## src/rtl/pipeline_ctrl_pkg.sv

```systemverilog
// Shared encodings, limits and small helpers for the pipeline hazard controller.
// No logic of its own; no latency or backpressure.
package pipeline_ctrl_pkg;

  typedef enum logic {
    RUN      = 1'b0,
    MEM_WAIT = 1'b1
  } state_t;

  localparam int REG_W  = 5;
  localparam int WAIT_W = 8;
  localparam int CNT_W  = 32;

  localparam logic [WAIT_W-1:0] TIMEOUT_LIMIT = 8'd255;

  typedef struct packed {
    logic pc_hold;
    logic if_id_hold;
    logic if_id_flush;
    logic id_ex_flush;
    logic pipe_freeze;
  } ctrl_t;

  function automatic logic [CNT_W-1:0] sat_inc(input logic [CNT_W-1:0] v);
    return (v == '1) ? v : v + CNT_W'(1);
  endfunction

endpackage

```

## src/rtl/pipeline_ctrl_hazard_detect.sv

```systemverilog
// Load-use detector: zero-cycle combinational compare of the ID sources against the EX load target.
// No flow control; the result is consumed the same cycle.
module hazard_detect
  import pipeline_ctrl_pkg::*;
(
  input  logic             ex_mem_read,
  input  logic [REG_W-1:0] ex_rt,
  input  logic [REG_W-1:0] id_rs,
  input  logic [REG_W-1:0] id_rt,
  input  logic             id_uses_rs,
  input  logic             id_uses_rt,
  output logic             load_use
);

  logic rs_hit;
  logic rt_hit;

  assign rs_hit = id_uses_rs && (id_rs == ex_rt);
  assign rt_hit = id_uses_rt && (id_rt == ex_rt);

  // r0 is hardwired to zero, so a load targeting it never creates a dependency
  assign load_use = ex_mem_read && (ex_rt != '0) && (rs_hit || rt_hit);

endmodule

```

## src/rtl/pipeline_ctrl.sv

```systemverilog
// Pipeline hazard controller: stall/flush/freeze outputs are combinational (zero latency).
// Memory busy freezes everything; a branch seen during a freeze is replayed once memory is ready.
module pipeline_ctrl
  import pipeline_ctrl_pkg::*;
(
  input  logic             clk,
  input  logic             reset,
  input  logic [REG_W-1:0] ID_rs,
  input  logic [REG_W-1:0] ID_rt,
  input  logic             ID_UsesRs,
  input  logic             ID_UsesRt,
  input  logic             ID_Jump,
  input  logic             EX_MemRead,
  input  logic [REG_W-1:0] EX_rt,
  input  logic             EX_BranchTaken,
  input  logic             mem_busy,
  output logic             pc_hold,
  output logic             if_id_hold,
  output logic             if_id_flush,
  output logic             id_ex_flush,
  output logic             pipe_freeze,
  output logic             mem_timeout,
  output logic [CNT_W-1:0] stall_cnt,
  output logic [CNT_W-1:0] flush_cnt
);

  state_t            state;
  logic              pend_flush;
  logic [WAIT_W-1:0] wait_cnt;
  logic              load_use;
  ctrl_t             ctrl;

  hazard_detect u_hazard_detect (
    .ex_mem_read (EX_MemRead),
    .ex_rt       (EX_rt),
    .id_rs       (ID_rs),
    .id_rt       (ID_rt),
    .id_uses_rs  (ID_UsesRs),
    .id_uses_rt  (ID_UsesRt),
    .load_use    (load_use)
  );

  always_comb begin
    ctrl = '0;
    if (reset) begin
      ctrl = '0;
    end else if (mem_busy) begin
      ctrl.pc_hold     = 1'b1;
      ctrl.if_id_hold  = 1'b1;
      ctrl.pipe_freeze = 1'b1;
    end else if (EX_BranchTaken || pend_flush) begin
      ctrl.if_id_flush = 1'b1;
      ctrl.id_ex_flush = 1'b1;
    end else if (load_use) begin
      ctrl.pc_hold     = 1'b1;
      ctrl.if_id_hold  = 1'b1;
      ctrl.id_ex_flush = 1'b1;
    end else if (ID_Jump) begin
      ctrl.if_id_flush = 1'b1;
    end
  end

  assign pc_hold     = ctrl.pc_hold;
  assign if_id_hold  = ctrl.if_id_hold;
  assign if_id_flush = ctrl.if_id_flush;
  assign id_ex_flush = ctrl.id_ex_flush;
  assign pipe_freeze = ctrl.pipe_freeze;

  always_ff @(posedge clk) begin
    if (reset) begin
      state       <= RUN;
      pend_flush  <= 1'b0;
      wait_cnt    <= '0;
      mem_timeout <= 1'b0;
      stall_cnt   <= '0;
      flush_cnt   <= '0;
    end else begin
      if (mem_busy) begin
        state      <= MEM_WAIT;
        // a branch resolved while frozen must not be lost; replay it on release
        pend_flush <= pend_flush | EX_BranchTaken;
        if (state == MEM_WAIT && wait_cnt != TIMEOUT_LIMIT) begin
          wait_cnt <= wait_cnt + WAIT_W'(1);
          if (wait_cnt == TIMEOUT_LIMIT - WAIT_W'(1)) begin
            mem_timeout <= 1'b1;
          end
        end
      end else begin
        state      <= RUN;
        pend_flush <= 1'b0;
        wait_cnt   <= '0;
      end

      if (ctrl.pc_hold) begin
        stall_cnt <= sat_inc(stall_cnt);
      end
      if (ctrl.if_id_flush) begin
        flush_cnt <= sat_inc(flush_cnt);
      end
    end
  end

endmodule

```

## config.mk

```make
export PLATFORM = sky130hd
export DESIGN_NAME = pipeline_ctrl
export DESIGN_NICKNAME = d
export VERILOG_FILES = /design/src/rtl/pipeline_ctrl_pkg.sv /design/src/rtl/pipeline_ctrl_hazard_detect.sv /design/src/rtl/pipeline_ctrl.sv
export SDC_FILE = /design/constraint.sdc
export NUM_CORES = 1
export LEC_CHECK = 0
export ABC_CLOCK_PERIOD_IN_PS = 2500
export BUFFER_PORTS_ARGS = -buffer_cell sky130_fd_sc_hd__buf_2
export CAP_MARGIN = 30
export CORE_UTILIZATION = 35
export CTS_CLUSTER_SIZE = 20
export DETAILED_ROUTE_END_ITERATION = 8
export GPL_ROUTABILITY_DRIVEN = 0
export GPL_TIMING_DRIVEN = 0
export PLACE_DENSITY = 0.56
export SYNTH_ARGS = -nofsm -noshare
export SYNTH_HDL_FRONTEND = slang
export SYNTH_SLANG_ARGS = --single-unit
```

## constraint.sdc

```tcl
create_clock -name clk -period 2.5 [get_ports clk]
set_input_delay 0.25 -clock clk [delete_from_list [all_inputs] [get_ports clk]]
set_output_delay 0.25 -clock clk [all_outputs]
set_load 0.03 [all_outputs]
```

==> results.txt, run 1 <==
netlist area before placement = 3770 sq um
most frequent cell after synthesis = sky130_fd_sc_hd__dfxtp_1
vias after detailed routing = 3810
cell area after layout = 4690 sq um
number of remaining DRC errors = 0
number of synthesized flops with an enable pin = 0
post-detailed-route via-to-cell ratio = 5.40
count of hold buffers inserted by post-cts repair = 0
number of maximum-capacitance constraint violations = 0
Worst Max-Slew Pin Slew = 654 ps
run status = complete, no violations
CTS root buffer = sky130_fd_sc_hd__clkbuf_8
number of global-route vias before repair = 3386
# rows = 37
Area Overhead vs Synth = 24.4%
fraction of post-synthesis cell area in the top cell type by area = 0.398
largest net degree at the start of global routing = 13
Setup Crit Path Kind = in -> out
Data required, critical path = 2250 ps
worst r2r path cells = 9
maximum frequency from static timing analysis = 0.423 GHz
post-synthesis cell type count = 45
post-route clock period utilization = 0.946
total overflow reported by the global router = 0
filler cell count = 1084
Top FF cell, synth = sky130_fd_sc_hd__dfxtp_1
critical path capture point type = output pin
cell types with the highest counts after synthesis = sky130_fd_sc_hd__dfxtp_1 (75), sky130_fd_sc_hd__nor2_1 (51), sky130_fd_sc_hd__nand4_1 (37), sky130_fd_sc_hd__a21oi_1 (33)
routed len/inst = 14.6 um
per-instance average area after synthesis = 8.18 sq um
Ports = 93
wire length of the first global-routing pass = 16600 um
half-perimeter wire length after placement = 7500 um
routed wire length = 10300 um
sum of negative setup slack = 0 ps
gate count of the mapped netlist = 461
nets in the synthesized netlist = 488
post-layout worst setup margin = 136 ps
final hold violations = 0
Ant. Diodes = 0
antenna violations before repair = 0
overall global routing resource usage = 0.184
number of sinks driven by the clock tree = 75
CTS buffer count = 9
area leader, netlist = sky130_fd_sc_hd__dfxtp_1
Net count, final = 592
maximum fanout along the worst path = 12
top cells by area, synth = sky130_fd_sc_hd__dfxtp_1 (40%), sky130_fd_sc_hd__nand4_1 (6.1%), sky130_fd_sc_hd__xor2_1 (5.3%)
cell depth of the worst hold path = 3
layout cells sized above 1 = 0.230
worst setup timing slack at the placement stage = -132 ps
post-CTS clock slew at the launch and capture registers of the worst setup and hold paths = 70 ps
vertical die dimension = 106 um
Critical Path Start Type = primary input
worst clock skew on the final layout = 13.1 ps
later-pin clock latency in the skew report = 350 ps
number of port buffers = 91
die footprint = 11200 sq um
share of the core filled with cells in the final layout = 0.452
level count of the clock H-tree = 3
count of TritonRoute iterations in the first routing pass = 4
post-layout minimum cycle time = 2360 ps
area post-placement = 4400 sq um
Hold WC Path Type = in -> reg
Yosys warning count = 0
fraction of registers with async set or reset after synthesis = 0
setup repair after global routing missed its margin = false
post-route ant nets = 0
power density relative to cell area = 541 nW/um^2
post-synthesis sequential element count = 75
violation count after the first detailed-route iteration = 132
overall power of the completed layout = 2.54 mW
remaining max-slew budget at the tightest pin = 0.563
maximum buffer depth of the clock tree = 2
clock tree from TritonCTS = done
leakage power summed over all cells = 1.82 nW
Die Width = 106 um
Placeable Area = 10400 sq um
final setup violation count = 0
Pins Over Slew Limit = 0
VDD IR max = 0.000307 V
initial core utilization = 0.364
fraction of the yosys area taken by sequential cells = 0.398
Arrival @ worst endpoint = 2110 ps
placed cells by master, fill, tap and decap left out, drive strengths merged, types with 2 or more instances in the layout:
cell,netlist,routed
nor2,51,51
and3,13,13
xor2,23,23
and2,5,5
ha,4,4
and4,10,10
or4,7,7
or3,25,25
xnor2,18,18
o211ai,2,2
inv,9,9
o31ai,7,7
o311ai,2,2
nand4,37,37
nand3,28,28
o21ai,29,29
o41ai,2,2
o21a,2,2
a21boi,3,3
dfxtp,75,75
nand2,26,26
mux2i,2,2
a211oi,2,2
or2,3,3
clkbuf,19,30
nor3,6,6
a21oi,33,33
bufinv,0,3
buf,6,100
critical path, cell delays in order:
cell                      delay (ps)
sky130_fd_sc_hd__buf_2           120
sky130_fd_sc_hd__or4_1           530
sky130_fd_sc_hd__o21a_1          230
sky130_fd_sc_hd__and3_1          170
sky130_fd_sc_hd__a21oi_1         290
sky130_fd_sc_hd__inv_2           190
sky130_fd_sc_hd__buf_4           170
sky130_fd_sc_hd__buf_2           160
report_power, final:
part	switching (mW)	internal (mW)
logic	0.119	0.0596
registers	0.0111	1.20
clock network	0.454	0.692
total	0.585	1.95
per-stage QoR:
stage          hold slack [ps]  instances
4_1_cts                    164        703
2_1_floorplan              400        461
3_3_place_gp               464        688
6_report                   172        706
3_5_place_dp               484        688
5_1_grt                    180        706
sequential cells by signal (all words and copies together) (netlist names):
register / count
pend_flush: 1
stall_cnt: 32
state: 1
wait_cnt: 8
flush_cnt: 32
mem_timeout: 1
what timing repair did:
item / 4_1_cts / 5_1_grt
endpoints found under the hold margin: 0 / 0
pin swaps: 0 / 3
cloned: 0 / 0
buffers inserted: 0 / 4
setup endpoints to repair: 10 / 41
gates resized for setup: 4 / 10
worst paths after layout:
path / from / endpoint / slack, ps
max: EX_rt[1] / pc_hold / 140
min: EX_BranchTaken / pend_flush$_SDFF_PN0_ / 170
max reg2reg: stall_cnt[0]$_SDFFE_PP0P_ / stall_cnt[12]$_SDFFE_PP0P_ / 190
min reg2reg: mem_timeout$_SDFFE_PP0P_ / mem_timeout$_SDFFE_PP0P_ / 490
routing by layer:
layer,GRT usage,routed length (um),up-vias
met1,0.237,4770,1801
met2,0.303,4840,108
met5,0,0,-
met4,0.0486,134,0
met3,0.0489,586,15
li1,-,-,1886
layout make-up:
type	count	area (sq um)	area share
multi-input cells	352	2140	0.455
well taps	136	170	0.0363
inverters	9	33.8	0.00720
clock inverters	4	97.6	0.0208
flip-flops and latches	75	1510	0.321
clock buffers	12	145	0.0309
plain buffers	23	116	0.0248
repair buffers	95	485	0.103
cells by family (layout without fill, tap and decap cells):
group                      count (synthesis)  in the layout  synth area share
DFF                                       75             75             0.398
and+or+nand+nor                          215            215             0.304
AOI/OAI and AO/OA                         89             89             0.143
muxes                                      3              3           0.00829
buffers and inverters                     34            143            0.0382
xor gates and xnor gates                  41             41            0.0952
adders and majority gates                  4              4            0.0133
No activity file was read; power rests on OpenSTA's default activity.
==> run 2, diff against run 1 <==
- SYNTH_HIERARCHICAL: not set -> 1
==> results.txt, run 2 <==
run status = finished, violations left
violated checks = negative setup slack
maximum buffer depth of the clock tree = 2
worst r2r path cells = 6
GR met3 Demand/Resource = 0.0351
most frequent cell after synthesis = sky130_fd_sc_hd__dfxtp_1
number of remaining DRC errors = 0
Hold WC Path Type = in -> reg
commonest non-fill, non-tap cell in the layout = sky130_fd_sc_hd__buf_2
most used cells in the layout excluding fill and tap cells = sky130_fd_sc_hd__buf_2 (90), sky130_fd_sc_hd__dfxtp_1 (74), sky130_fd_sc_hd__nor2_1 (37), sky130_fd_sc_hd__a21oi_1 (33), sky130_fd_sc_hd__nand2_1 (33)
initial core utilization = 0.359
critical path capture point type = register
met1 Track Usage GR = 0.260
Ant. Diodes = 0
capture instance of the worst register-to-register path = stall_cnt[17]$_SDFFE_PP0P_
met2 Usage GRT = 0.306
CP max-delay cell = sky130_fd_sc_hd__or4b_4
clock tree from TritonCTS = done
Data required, critical path = 2780 ps
share of the core filled with cells in the final layout = 0.469
largest net degree at the start of global routing = 13
antenna violations before repair = 0
number of maximum-capacitance constraint violations = 0
filler cell count = 1081
die footprint = 11600 sq um
top cells by area, synth = sky130_fd_sc_hd__dfxtp_1 (39%), sky130_fd_sc_hd__a21oi_1 (4.8%), sky130_fd_sc_hd__xor2_1 (4.7%)
chain of cells forming the critical path = buf_6, xor2_2, nor4_1, nand3_1, a21oi_2, or4b_4, a211oi_4, buf_4, nand4_4, or4_1, a21oi_1
post-layout worst setup margin = -54.2 ps
CTS root buffer = sky130_fd_sc_hd__clkbuf_8
VDD IR max = 0.000319 V
final setup violation count = 2
count of TritonRoute iterations in the first routing pass = 4
post-CTS clock slew at the launch and capture registers of the worst setup and hold paths = 70 ps
half-perimeter wire length after placement = 7930 um
Top FF cell, synth = sky130_fd_sc_hd__dfxtp_1
sink of the worst hold path = pend_flush$_SDFF_PN0_
Arrival @ worst endpoint = 2830 ps
CTS buffer count = 9
area leader, netlist = sky130_fd_sc_hd__dfxtp_1
number of global-route vias before repair = 3613
overall global routing resource usage = 0.194
fraction of post-synthesis cell area in the top cell type by area = 0.385
Worst Max-Slew Pin Slew = 855 ps
post-synthesis cell type count = 52
cell area after layout = 5080 sq um
wire length of the first global-routing pass = 17600 um
total overflow reported by the global router = 0
remaining max-slew budget at the tightest pin = 0.425
Net count, final = 603
delay-heaviest family, CP = simple AND/OR/NAND/NOR gates
per-instance average area after synthesis = 8.54 sq um
reg-to-reg critical path startpoint = stall_cnt[8]$_SDFFE_PP0P_
layout cells sized above 1 = 0.287
Placeable Area = 10800 sq um
highest cell delay on the worst timing path = 550 ps
Top Registers = flush_cnt x32, stall_cnt x32, wait_cnt x8
vertical die dimension = 107 um
Ports = 93
fraction of registers with async set or reset after synthesis = 0
number of sinks driven by the clock tree = 75
post-synthesis sequential element count = 75
fraction of the yosys area taken by sequential cells = 0.385
leakage power summed over all cells = 1.88 nW
later-pin clock latency in the skew report = 360 ps
routing layer with the top usage in global route = met2
Area Overhead vs Synth = 30.5%
area post-placement = 4580 sq um
WP depth = 11
Buffers & Inverters on Critical Path = 2
setup repair after global routing missed its margin = true
maximum fanout along the worst path = 5
nets in the synthesized netlist = 483
worst clock skew on the final layout = 13.9 ps
Die Width = 107 um
netlist area before placement = 3890 sq um
Critical Path Start Type = primary input
maximum frequency from static timing analysis = 0.392 GHz
violation count after the first detailed-route iteration = 167
post-detailed-route via-to-cell ratio = 5.59
routed wire length = 11200 um
Yosys warning count = 6
power density relative to cell area = 496 nW/um^2
Pins Over Slew Limit = 0
# rows = 38
startpoint of the most critical hold path = EX_BranchTaken
cell types with the highest counts after synthesis = sky130_fd_sc_hd__dfxtp_1 (75), sky130_fd_sc_hd__nor2_1 (38), sky130_fd_sc_hd__a21oi_1 (37), sky130_fd_sc_hd__nand2_1 (35), sky130_fd_sc_hd__nand3_1 (24)
number of synthesized flops with an enable pin = 0
post-route ant nets = 0
vias after detailed routing = 4032
cell depth of the worst hold path = 3
routed len/inst = 15.6 um
Setup Crit Path Kind = in -> reg
final hold violations = 0
gate count of the mapped netlist = 456
post-route clock period utilization = 1.02
number of port buffers = 92
slack of the worst reg-to-reg path = 90 ps
level count of the clock H-tree = 3
post-layout minimum cycle time = 2550 ps
run 2: metal layers:
metal,up-vias,wire length (um)
met5,-,0
met4,0,194
met3,13,553
met2,104,5110
met1,1938,5390
li1,1977,-
run 2: where the power goes:
group / internal [mW] / switching [mW]
sequential: 1.20 / 0.00959
clock: 0.688 / 0.472
combinational: 0.0562 / 0.0958
run 2: cell families after synthesis:
logic type | share of synthesized area
AOI/OAI and AO/OA | 0.205
adders and majority gates | 0.0128
xor gates and xnor gates | 0.0630
DFF | 0.385
and+or+nand+nor | 0.284
buffers and inverters | 0.0312
muxes | 0.0186
run 2: through the flow:
step / instances / TNS [ps] / hold slack [ps] / power, mW / worst slack (ps)
6_report: 721 / -60.8 / 210 / 2.52 / -54.2
5_1_grt: 721 / -1290 / 224 / 2.60 / -158
4_1_cts: 713 / 0 / 208 / 2.54 / 2.80
3_5_place_dp: 688 / -12660 / 468 / 1.38 / -576
3_3_place_gp: 688 / -10290 / 468 / 1.38 / -505
2_1_floorplan: 456 / -630 / 422 / 1.32 / -102
run 2: worst max-delay path by stage:
| stage | start | end |
|---|---|---|
| after floorplan | EX_rt[0] | flush_cnt[28]$_SDFFE_PP0P_ |
| after global placement | EX_rt[0] | stall_cnt[30]$_SDFFE_PP0P_ |
| after detailed placement | EX_rt[0] | stall_cnt[30]$_SDFFE_PP0P_ |
| after CTS | EX_rt[1] | stall_cnt[30]$_SDFFE_PP0P_ |
| after global routing | ID_rt[1] | stall_cnt[30]$_SDFFE_PP0P_ |
| final | ID_rt[1] | stall_cnt[30]$_SDFFE_PP0P_ |
run 2: what timing repair did:
item | CTS | global route
hold buffers | 0 | 0
buffers inserted | 9 | 8
resized for setup | 8 | 25
endpoints found under the setup margin | 9 | 41
pin swaps | 6 | 20
run 2: tightest hold or removal path, stage by stage:
cell	delay (ps)
sky130_fd_sc_hd__buf_2	100
sky130_fd_sc_hd__nor2_1	70
sky130_fd_sc_hd__nor2_1	100
run 2: layout make-up:
| class | instances | area (sq um) | share of cell area |
|---|---|---|---|
| buffer | 18 | 85.1 | 0.0167 |
| clock buffer | 11 | 141 | 0.0278 |
| clock inverter | 5 | 100 | 0.0197 |
| inverter | 12 | 45.0 | 0.00886 |
| multi-input combinational | 351 | 2420 | 0.475 |
| sequential | 75 | 1500 | 0.296 |
| tap | 140 | 175 | 0.0345 |
| timing repair buffer | 109 | 616 | 0.121 |
==> run 3, diff against run 2 <==
- CORE_ASPECT_RATIO: not set -> 0.6
- CTS_BUF_LIST: not set -> sky130_fd_sc_hd__clkbuf_2 sky130_fd_sc_hd__clkbuf_4 sky130_fd_sc_hd__clkbuf_8
==> results.txt, run 3 (synthesized netlist as in run 2, its figures left out) <==
run status = finished, violations left
violated checks = design-rule violations, negative setup slack
Area Overhead vs Synth = 32.4%
number of remaining DRC errors = 10
capture instance of the worst register-to-register path = stall_cnt[29]$_SDFFE_PP0P_
leakage power summed over all cells = 1.89 nW
worst clock skew on the final layout = 8.79 ps
number of sinks driven by the clock tree = 75
startpoint of the most critical hold path = EX_BranchTaken
VDD IR max = 0.000212 V
initial core utilization = 0.364
vias after detailed routing = 4060
half-perimeter wire length after placement = 8530 um
share of the core filled with cells in the final layout = 0.482
antenna violations before repair = 0
Critical Path Start Type = register
later-pin clock latency in the skew report = 350 ps
remaining max-slew budget at the tightest pin = 0.446
number of global-route vias before repair = 3533
routed wire length = 11800 um
largest net degree at the start of global routing = 12
sum of negative setup slack = -65.2 ps
wire length of the first global-routing pass = 18700 um
number of port buffers = 92
post-detailed-route via-to-cell ratio = 5.60
vertical die dimension = 83.7 um
overall power of the completed layout = 2.31 mW
Ports = 93
# rows = 29
cell depth of the worst hold path = 3
Reg area = 1500 sq um
Ant. Diodes = 0
slack of the worst reg-to-reg path = -20 ps
worst r2r path cells = 6
commonest non-fill, non-tap cell in the layout = sky130_fd_sc_hd__buf_2
layout cells sized above 1 = 0.307
maximum frequency from static timing analysis = 0.397 GHz
Placed Cells incl. Taps = 687
final hold violations = 0
die footprint = 11600 sq um
count of TritonRoute iterations in the first routing pass = 6
CTS root buffer = sky130_fd_sc_hd__clkbuf_8
filler cell count = 1042
routed len/inst = 16.2 um
post-route ant nets = 0
count of hold buffers inserted by post-cts repair = 0
level count of the clock H-tree = 3
Die Width = 138 um
most used cells in the layout excluding fill and tap cells = sky130_fd_sc_hd__buf_2 (91), sky130_fd_sc_hd__dfxtp_1 (75), sky130_fd_sc_hd__nor2_1 (37), sky130_fd_sc_hd__nand2_1 (32), sky130_fd_sc_hd__a21oi_1 (31)
area used by multi-input combinational logic = 2480 sq um
Arrival @ worst endpoint = 2800 ps
clock tree from TritonCTS = done
reg-to-reg critical path startpoint = stall_cnt[9]$_SDFFE_PP0P_
maximum fanout along the worst path = 6
final setup violation count = 5
post-layout minimum cycle time = 2520 ps
total overflow reported by the global router = 0
overall global routing resource usage = 0.205
post-layout worst setup margin = -19.2 ps
Pins Over Slew Limit = 0
maximum buffer depth of the clock tree = 2
post-CTS clock slew at the launch and capture registers of the worst setup and hold paths = 80 ps
Placeable Area = 10700 sq um
worst setup timing slack at the placement stage = -669 ps
setup repair after global routing missed its margin = true
Post-Layout Cell Count = 725
Setup Crit Path Kind = reg -> reg
Worst Max-Slew Pin Slew = 820 ps
post-route clock period utilization = 1.01
Hold WC Path Type = in -> reg
Top Registers = flush_cnt x32, stall_cnt x32, wait_cnt x8
Net count, final = 608
Data required, critical path = 2780 ps
critical path capture point type = register
violation count after the first detailed-route iteration = 220
power density relative to cell area = 448 nW/um^2
CTS buffer count = 9
sink of the worst hold path = pend_flush$_SDFF_PN0_
number of maximum-capacitance constraint violations = 0
[run 3: per-stage QoR]
stage	instance area (sq um)	hold slack (ps)
finish	5160	228
global route	5160	248
CTS	4930	199
detailed placement	4570	488
global placement	4570	481
floorplan	3940	422
[run 3: how the worst max path moves through the flow]
stage                              startpoint                          to  slack, ps  depth (start not counted)
finish              stall_cnt[9]$_SDFFE_PP0P_  stall_cnt[29]$_SDFFE_PP0P_        -20                          6
global route                         ID_rs[0]  stall_cnt[23]$_SDFFE_PP0P_        -90                         12
CTS                                  EX_rt[1]  stall_cnt[28]$_SDFFE_PP0P_        -50                         12
detailed placement                   EX_rt[0]  stall_cnt[18]$_SDFFE_PP0P_       -670                         10
global placement                     EX_rt[0]  stall_cnt[18]$_SDFFE_PP0P_       -630                         10
floorplan                            EX_rt[0]  flush_cnt[28]$_SDFFE_PP0P_       -100                          9
[run 3: where the power goes]
part / total, mW / switching (mW) / internal, mW
Combinational: 0.156 / 0.0983 / 0.0579
Clock: 0.942 / 0.451 / 0.492
Sequential: 1.21 / 0.00878 / 1.20
Total: 2.31 / 0.558 / 1.75
[run 3: cell type report]
type                    instances  area share
plain buffers                  18      0.0165
clock buffers                  15      0.0376
clock inverters                 1    0.000971
inverters                      12     0.00874
multi-input cells             352       0.481
flip-flops and latches         75       0.291
well taps                     139      0.0337
repair buffers                113       0.130
[run 3: worst max-delay path, stage by stage (launching register included)]
cell and delay (ps):
sky130_fd_sc_hd__dfxtp_1 450, sky130_fd_sc_hd__nand4_2 240, sky130_fd_sc_hd__nor4_1 760, sky130_fd_sc_hd__clkbuf_2 280
sky130_fd_sc_hd__nand3_4 120, sky130_fd_sc_hd__or4_4 450, sky130_fd_sc_hd__a21oi_2 140
[run 3: metal layers]
metal,global-route usage,vias up,wire [um]
met5,0,-,0
met4,0.0460,0,91
met3,0.0614,8,804
met2,0.264,121,4470
met1,0.321,1935,6390
li1,-,1996,-
[run 3: what timing repair did]
action | CTS | global route
setup buffers | 12 | 9
pin swaps | 10 | 18
cloned | 1 | 0
resized for setup | 12 | 38
setup endpoints to repair | 12 | 47
